File: config.mk
export PLATFORM = sky130hd
export DESIGN_NAME = fro_sampler
export DESIGN_NICKNAME = d
export VERILOG_FILES = /design/src/rtl/fro_sampler.sv
export SDC_FILE = /design/constraint.sdc
export NUM_CORES = 1
export LEC_CHECK = 0
export CAP_MARGIN = 25
export CELL_PAD_IN_SITES_DETAIL_PLACEMENT = 1
export CELL_PAD_IN_SITES_GLOBAL_PLACEMENT = 1
export CORE_ASPECT_RATIO = 0.5
export CORE_MARGIN = 3
export CORE_UTILIZATION = 48
export DETAILED_ROUTE_END_ITERATION = 6
export PLACE_DENSITY_LB_ADDON = 0.1
export SETUP_SLACK_MARGIN = 0.3
export SYNTH_ARGS = -nofsm -noshare
export SYNTH_HDL_FRONTEND = slang
export SYNTH_SLANG_ARGS = --single-unit
File: constraint.sdc
create_clock -name clk -period 7.2 [get_ports clk]
set_input_delay 1.44 -clock clk [delete_from_list [all_inputs] [get_ports clk]]
set_output_delay 1.44 -clock clk [all_outputs]
set_load 0.02 [all_outputs]
File: src/rtl/fro_sampler.sv
// Free-running-oscillator entropy harvester: synchronizes a ring-oscillator output,
// samples it at a fixed divider rate, von Neumann debiases pairs and packs words.
module fro_sampler #(
    parameter int WORD_W       = 8,
    parameter int SAMPLE_DIV   = 4,
    parameter int WARMUP_CYC   = 16,
    parameter int REPEAT_LIMIT = 32
) (
    input  logic              clk,
    input  logic              rst_n,
    input  logic              en,
    input  logic              ro_in,
    output logic              fro_en,
    output logic              fro_rst,
    output logic [WORD_W-1:0] data_out,
    output logic              data_valid,
    input  logic              data_ready,
    output logic              alarm
);
    localparam int WARM_W = $clog2(WARMUP_CYC + 1);
    localparam int DIV_W  = $clog2(SAMPLE_DIV + 1);
    localparam int BIT_W  = $clog2(WORD_W + 1);
    localparam int REP_W  = $clog2(REPEAT_LIMIT + 1);

    typedef enum logic [1:0] {IDLE, WARM, RUN, HOLD} state_t;

    state_t              state;
    logic                ro_q1, ro_s;
    logic [WARM_W-1:0]   warm_cnt;
    logic [DIV_W-1:0]    div_cnt;
    logic [BIT_W-1:0]    bit_cnt;
    logic [REP_W-1:0]    rep_cnt, rep_next;
    logic [WORD_W-1:0]   shreg, word_next;
    logic                pair_phase, first_bit, last_sample;
    logic                strobe, emit, word_done, trip;

    // ro_in is asynchronous to clk; only the second flop output is ever used.
    always_ff @(posedge clk or negedge rst_n) begin
        if (!rst_n) begin
            ro_q1 <= 1'b0;
            ro_s  <= 1'b0;
        end else begin
            ro_q1 <= ro_in;
            ro_s  <= ro_q1;
        end
    end

    always_comb begin
        strobe    = (state == RUN) && (div_cnt == DIV_W'(SAMPLE_DIV - 1));
        rep_next  = REP_W'(1);
        if (rep_cnt != '0 && ro_s == last_sample)
            rep_next = rep_cnt + REP_W'(1);
        trip      = strobe && (rep_next == REP_W'(REPEAT_LIMIT));
        // Pair "first,second" emits the first bit when the two differ (10->1, 01->0).
        emit      = strobe && pair_phase && (first_bit != ro_s);
        word_next = {shreg[WORD_W-2:0], first_bit};
        word_done = emit && (bit_cnt == BIT_W'(WORD_W - 1));
    end

    always_ff @(posedge clk or negedge rst_n) begin
        if (!rst_n) begin
            state       <= IDLE;
            fro_en      <= 1'b0;
            fro_rst     <= 1'b1;
            data_out    <= '0;
            data_valid  <= 1'b0;
            alarm       <= 1'b0;
            warm_cnt    <= '0;
            div_cnt     <= '0;
            bit_cnt     <= '0;
            rep_cnt     <= '0;
            shreg       <= '0;
            pair_phase  <= 1'b0;
            first_bit   <= 1'b0;
            last_sample <= 1'b0;
        end else begin
            case (state)
                IDLE: begin
                    if (en && !alarm) begin
                        state    <= WARM;
                        warm_cnt <= '0;
                        fro_en   <= 1'b1;
                        fro_rst  <= 1'b0;
                    end
                end
                WARM: begin
                    if (warm_cnt == WARM_W'(WARMUP_CYC - 1)) begin
                        state   <= RUN;
                        div_cnt <= '0;
                    end else begin
                        warm_cnt <= warm_cnt + WARM_W'(1);
                    end
                end
                RUN: begin
                    if (strobe) begin
                        div_cnt     <= '0;
                        last_sample <= ro_s;
                        rep_cnt     <= rep_next;
                        pair_phase  <= ~pair_phase;
                        if (!pair_phase)
                            first_bit <= ro_s;
                        if (emit) begin
                            shreg   <= word_next;
                            bit_cnt <= bit_cnt + BIT_W'(1);
                        end
                        if (word_done) begin
                            data_out   <= word_next;
                            data_valid <= 1'b1;
                            state      <= HOLD;
                        end
                    end else begin
                        div_cnt <= div_cnt + DIV_W'(1);
                    end
                end
                HOLD: begin
                    if (data_valid && data_ready) begin
                        data_valid <= 1'b0;
                        bit_cnt    <= '0;
                        pair_phase <= 1'b0;
                        div_cnt    <= '0;
                        shreg      <= '0;
                        state      <= RUN;
                    end
                end
                default: state <= IDLE;
            endcase

            // NOTE: this block comes after the case on purpose; the last non-blocking
            // assignment wins, so abort and alarm override a word completing this cycle.
            if (state != IDLE && (!en || trip)) begin
                state      <= IDLE;
                fro_en     <= 1'b0;
                fro_rst    <= 1'b1;
                data_valid <= 1'b0;
                data_out   <= '0;
                div_cnt    <= '0;
                bit_cnt    <= '0;
                rep_cnt    <= '0;
                shreg      <= '0;
                pair_phase <= 1'b0;
            end
            if (trip)
                alarm <= 1'b1;
        end
    end
endmodule

Word level (Yosys, flattened, before mapping):

Index checks and enable logic that the tools add are counted.

* eq/ne operators: 17
* $add $sub $neg: 4
* muxes and demuxes: 47
* bitwise logic cells: 1
* reductions and logical operators: 34

Operators by type and width (count)
* two-way mux 8 bit: 4
* two-way mux 7 bit: 4
* two-way mux 6 bit: 4
* two-way mux 4 bit: 4
* AND reduction 3 bit: 5
* one-hot mux 7 bit (2 select lines): 1
* nonzero test 2 bit: 7
* two-way mux 1 bit: 12
* two-way mux 2 bit: 6
* two-way mux 3 bit: 4
* two-way mux 5 bit: 2
* one-hot mux 5 bit (2 select lines): 1
* logical AND 1 bit: 9
* inequality test 3 x 2 -> 1 bit (second input constant): 3
* inequality test 3 bit (second input constant): 3
* one-hot mux 3 bit (3 select lines): 1
* one-hot mux 2 bit (4 select lines): 1
* one-hot mux 4 bit (2 select lines): 1
* AND reduction 4 bit: 2
* adder 6 x 1 -> 6 bit (second input constant): 1
* equality test 6 bit (second input constant): 1
* AND reduction 2 bit: 3
* nonzero test 6 bit: 1
* adder 5 x 1 -> 5 bit (second input constant): 1
* other kinds (18): 22

* flip-flop bits (word level): 44
* word-level logic and storage cells: 119
* input bits: 5
* output and inout port bits: 12

Depth between registers and ports, before layout:

* word-level depth: 9
* depth in mapped cells: 10
* depth with buffers taken out: 8

Least setup slack after synthesis:

No wires, ideal clock.

* path type: input to register
* from: input port en
* to: register bit_cnt[3]
* stages on the path: 4
* slack: 4.763 ns
* arrival time: 2.350 ns
* buffers on the path: 0
* data required time: 7.113 ns
* path through: inv_1 nor3_1 nand3_1 o211ai_1

* word-level cells in the longest chain between the ends: 5

RTL lines
* start, declared: RTL line 11 `input logic en,`
* zero test 1 bit *: RTL line 130 `if (state != IDLE && (!en || trip)) begin`
* logical OR 1 bit *: RTL line 130
* logical AND 1 bit *: RTL line 130
* inequality test 3 x 2 -> 1 bit (no line) (tied with other cells)
* AND reduction 4 bit (no line)
* end signal, assigned: RTL line 104 `bit_cnt <= bit_cnt + BIT_W'(1);`
* end, declared: RTL line 31 `logic [BIT_W-1:0] bit_cnt;`

Every way passes the cells marked *; elsewhere a longest branch is shown, timed or not.
A chain may end at the register's enable or synchronous reset.

Final worst setup path:

* from: register state[0]
* to: register bit_cnt[3]

* word-level cells in the longest chain between the ends: 7

RTL lines
* start, declared: RTL line 27 `state_t state;`
* start signal, assigned: RTL line 62 `state <= IDLE;`
* start signal, assigned: RTL line 80 `state <= WARM;`
* start signal, assigned: RTL line 88 `state <= RUN;`
* equality test 2 bit: RTL line 49, 77
* logical AND 1 bit: RTL line 49 `strobe = (state == RUN) && (div_cnt == DIV_W'(SAMPLE_DIV - 1));`
* logical AND 1 bit: RTL line 53 `trip = strobe && (rep_next == REP_W'(REPEAT_LIMIT));`
* logical OR 1 bit: RTL line 130
* logical AND 1 bit: RTL line 130
* inequality test 3 x 2 -> 1 bit (no line) (tied with other cells)
* AND reduction 4 bit (no line)

Parallel ways exist; a longest one is shown, timed or not.

==> out/results.txt <==
The run gives 0 as the max-slew violation count. The mean cell area of the mapped netlist came out at 9.36 um^2. The area growth from synthesis to final layout is 13.1%, and the data arrival at the endpoint of the critical path is 3.20 ns. Count of H-tree levels built during CTS: 2. For the pin with the worst max-slew slack, the measured transition is 0.725 ns. The largest area contributor in the synthesized netlist is dfrtp_1.

The count of buffers from port buffering was 16. The worst path uses 42.5% of the clock period. TritonCTS built the clock tree.

The clock reaches the later pin of the worst-skew pair after 0.30 ns. The cell total after placement is 300. In this run the tightest slew margin relative to its limit is 51.5%. IR analysis of the VDD net gives a maximum drop of 0.104 mV. The internal power of the cells totals 0.369 mW. The HPWL after detailed placement was 3910 um; the maximum number of pins on one net before global-route repair was 45. Based on the critical path, the design can be clocked at up to 327 MHz. The detailed router finished its first iteration with 38 violations. Traced cell by cell, the critical path runs through and4bb_2, nand4b_1, a221oi_2, nand2b_1, o31a_1, o211ai_1. After routing the design area is 2530 um^2. The maximum clock path buffer count is 2, and the largest stage delay on the critical path is 0.63 ns. The critical path contains buffers and inverters numbering 0 combined. In this run the worst path has a maximum fanout of 21. The switching power share of the total was 28.0%. The critical path starts at state[0].

The commonest register cell after synthesis was dfrtp_1. The net total in the final layout came out at 266. The synthesized design contains 44 register bits.

Data on the critical path is required at its endpoint by 7.34 ns. For this configuration, the core starts out at a cell density of 53.5%. The critical path startpoint category was a register. The number of hold buffers added after cts is 0. Of the synthesized area, sequential elements account for 49.3%. Post-CTS timing repair inserted 0 buffers for setup. The startpoint identified for the worst hold timing path is ro_q1. The fraction of final layout cells with drive strength greater than 1 was 7.42%; the number of standard cells after synthesis was 239. After synthesis, the cell types taking the most area are dfrtp_1 (48%), nor2_1 (4.9%), nand2_1 (4.5%). The worst hold path belongs to the class reg -> reg. The number of antenna diodes in the final layout is 0. The part of the total power dissipated in sequential elements came out at 54.5%.

In the final routed layout, each cell accounts on average for 18.2 um. In this run, distinct cell masters in the synthesized netlist total 47. The routed design could run at a clock period as short as 3.06 ns. The synthesized design contains 0 enable-type register cells. Die boundary height: 54.3 um. The clock slew seen by the registers of the worst setup and hold paths came out at 0.09 ns. For this design the ratio of total power to cell area is 203 nW/um^2.

Grouping stages by cell kind, the critical path spends the most delay in compound AO/OA/AOI/OAI gates. The tools report the number of antenna violations at the first check in global routing as 0. For the count of vias placed by the detailed router, the log shows 1824. Hold violation total from the final report: 0. Timing analysis after detailed placement gives a worst setup slack of 3.77 ns. The fraction of synthesis flops using an asynchronous set or reset pin was 100%; the total congestion overflow after global routing was 0.

The tools report the number of sinks handled by clock tree synthesis as 44. The congestion estimate from routability-driven global placement came to 0.888. The setup clock skew after layout was 0.00923 ns.

The count of pins on the block boundary came out at 17. For the max-cap check violation count, the log shows 0. The startpoint identified for the worst register-to-register timing path is state[0]. For the final routed database, the setup TNS stands at 0 ns. During synthesis, Yosys emitted a total of 0 warnings. The global-route wire length before repair was 9520 um.

Summed over all nets, the switching power comes to 0.144 mW. Overall power consumption after layout is estimated at 0.513 mW. Across all setup checks in the final design, the least slack found is 4.14 ns. In this run the remaining antenna-violating nets after routing total 0.

The combinational group share of total power is 13.0%. In this run the standard cell core region covers 4180 um^2. The filler cells instantiated in the layout total 484.

The area of the mapped netlist was 2240 um^2. The run gives 0 as the count of unresolved DRC violations after routing. The die covers 5570 um^2. The cell with the largest stage delay on the worst path is dfrtp_1. The most numerous cell in the Yosys netlist is dfrtp_1. The wire length after detailed routing is 5630 um, and the net count of the mapped netlist is 250.

By count the netlist is led by dfrtp_1 (43), nor2_1 (29), nand2_1 (27). The share of Yosys cell area claimed by the top area cell type was 48.1%. The type of the worst setup path is reg -> reg. The tools report the number of iterations in the first detailed-routing pass as 4.

The run finished with clean final reports. The run gives 0 as the number of instances resized during post-cts repair. CTS placed an instance of clkbuf_8 at the clock tree root. Counting the buffers created by CTS gives 5. The global-route total usage across every layer came out at 22.7%.

The total placed instance area was 2410 um^2; the number of vias per cell was 5.88. Setup repair after global routing left no endpoint under its margin. Endpoint class of the critical path: a register. For the part of the power in the clock network, the log shows 32.5%. The total number of placement rows was 16.

Setup violation total in the final timing report: 0. The via count of the first global-routing pass is 1935, and the count of non-filler cells in the finished layout is 310. In this run the static leakage power is 1.12 nW. The die is 103 um wide.
## worst paths after layout
check / slack, ns / endpoint / depth (start not counted)
min reg2reg: 0.38 / ro_s / 0
min in group asynchronous: 0.94 / fro_en / 1
max reg2reg: 4.14 / bit_cnt[3] / 6
max in group asynchronous: 5.82 / data_valid / 2
min: 0.38 / ro_s / 0
max: 4.14 / bit_cnt[3] / 6
## power by group through the flow
stage	combinational [mW]	sequential (mW)	clock [mW]
final	0.0667	0.280	0.166
after floorplan	0.0436	0.279	0
after CTS	0.0662	0.279	0.168
after detailed placement	0.0649	0.284	0
after global routing	0.0754	0.282	0.179
after global placement	0.0593	0.282	0
## cell usage in the layout, fill, tap and decap left out, types with 2 or more instances in the layout
cell type        netlist  layout
dfrtp_1               43      43
nor2_1                29      29
nand2_1               27      27
inv_1                 17      17
a21oi_1               16      16
clkdlybuf4s50_1        0      15
o21ai_0               14      14
mux2i_1                9       9
nand3_1                7       7
nor3_1                 6       6
a22o_1                 6       6
ha_1                   6       6
clkbuf_8               0       6
or4_1                  3       3
or3_1                  3       3
or2_2                  3       3
o31ai_1                3       3
nor2b_1                3       3
a21o_1                 3       3
and3_1                 2       2
a211oi_1               2       2
o211ai_1               2       2
nand4b_1               2       2
nand2b_1               2       2
a221o_1                2       2
buf_2                  2       2
## registers in the layout, indices dropped and copies added, names as in the netlist, 2 cells and up
| register | flops |
|---|---|
| rep_cnt | 6 |
| state | 2 |
| shreg | 7 |
| warm_cnt | 5 |
| data_out | 8 |
| bit_cnt | 4 |
| div_cnt | 3 |
## cells by family after synthesis
logic type      Yosys count  synth area share (%)
simple gates             95                  20.7
mux                      10                  4.53
buf+inv                  26                  4.98
xor+xnor                  2                 0.783
fa+ha+maj                 6                  3.36
flops                    44                  49.3
compound gates           56                  16.4
## layout make-up
cell class / instances / area, um^2 / share of cell area (%)
Clock inverter: 1 / 7.51 / 0.297
Multi-Input combinational cell: 169 / 1020 / 40.4
Inverter: 17 / 63.8 / 2.52
Timing Repair Buffer: 18 / 180 / 7.12
Tap cell: 54 / 67.6 / 2.67
Sequential cell: 44 / 1100 / 43.5
Clock buffer: 7 / 86.3 / 3.41
## metrics by stage
step	hold slack, ns	utilization [%]
3_3_place_gp	0.332	57.7
4_1_cts	0.388	59.9
5_1_grt	0.394	60.5
6_report	0.383	60.5
3_5_place_dp	0.369	57.7
2_1_floorplan	0.331	-
## per-layer routing
metal / vias to the layer above / share of wire, % / track usage (%)
met4: 0 / 2.0 / 6.97
met3: 14 / 3.6 / 5.09
met2: 42 / 47 / 38.7
li1: 865 / - / -
met1: 903 / 47 / 29.6
met5: - / 0 / 0
No activity file was read; power rests on OpenSTA's default activity.
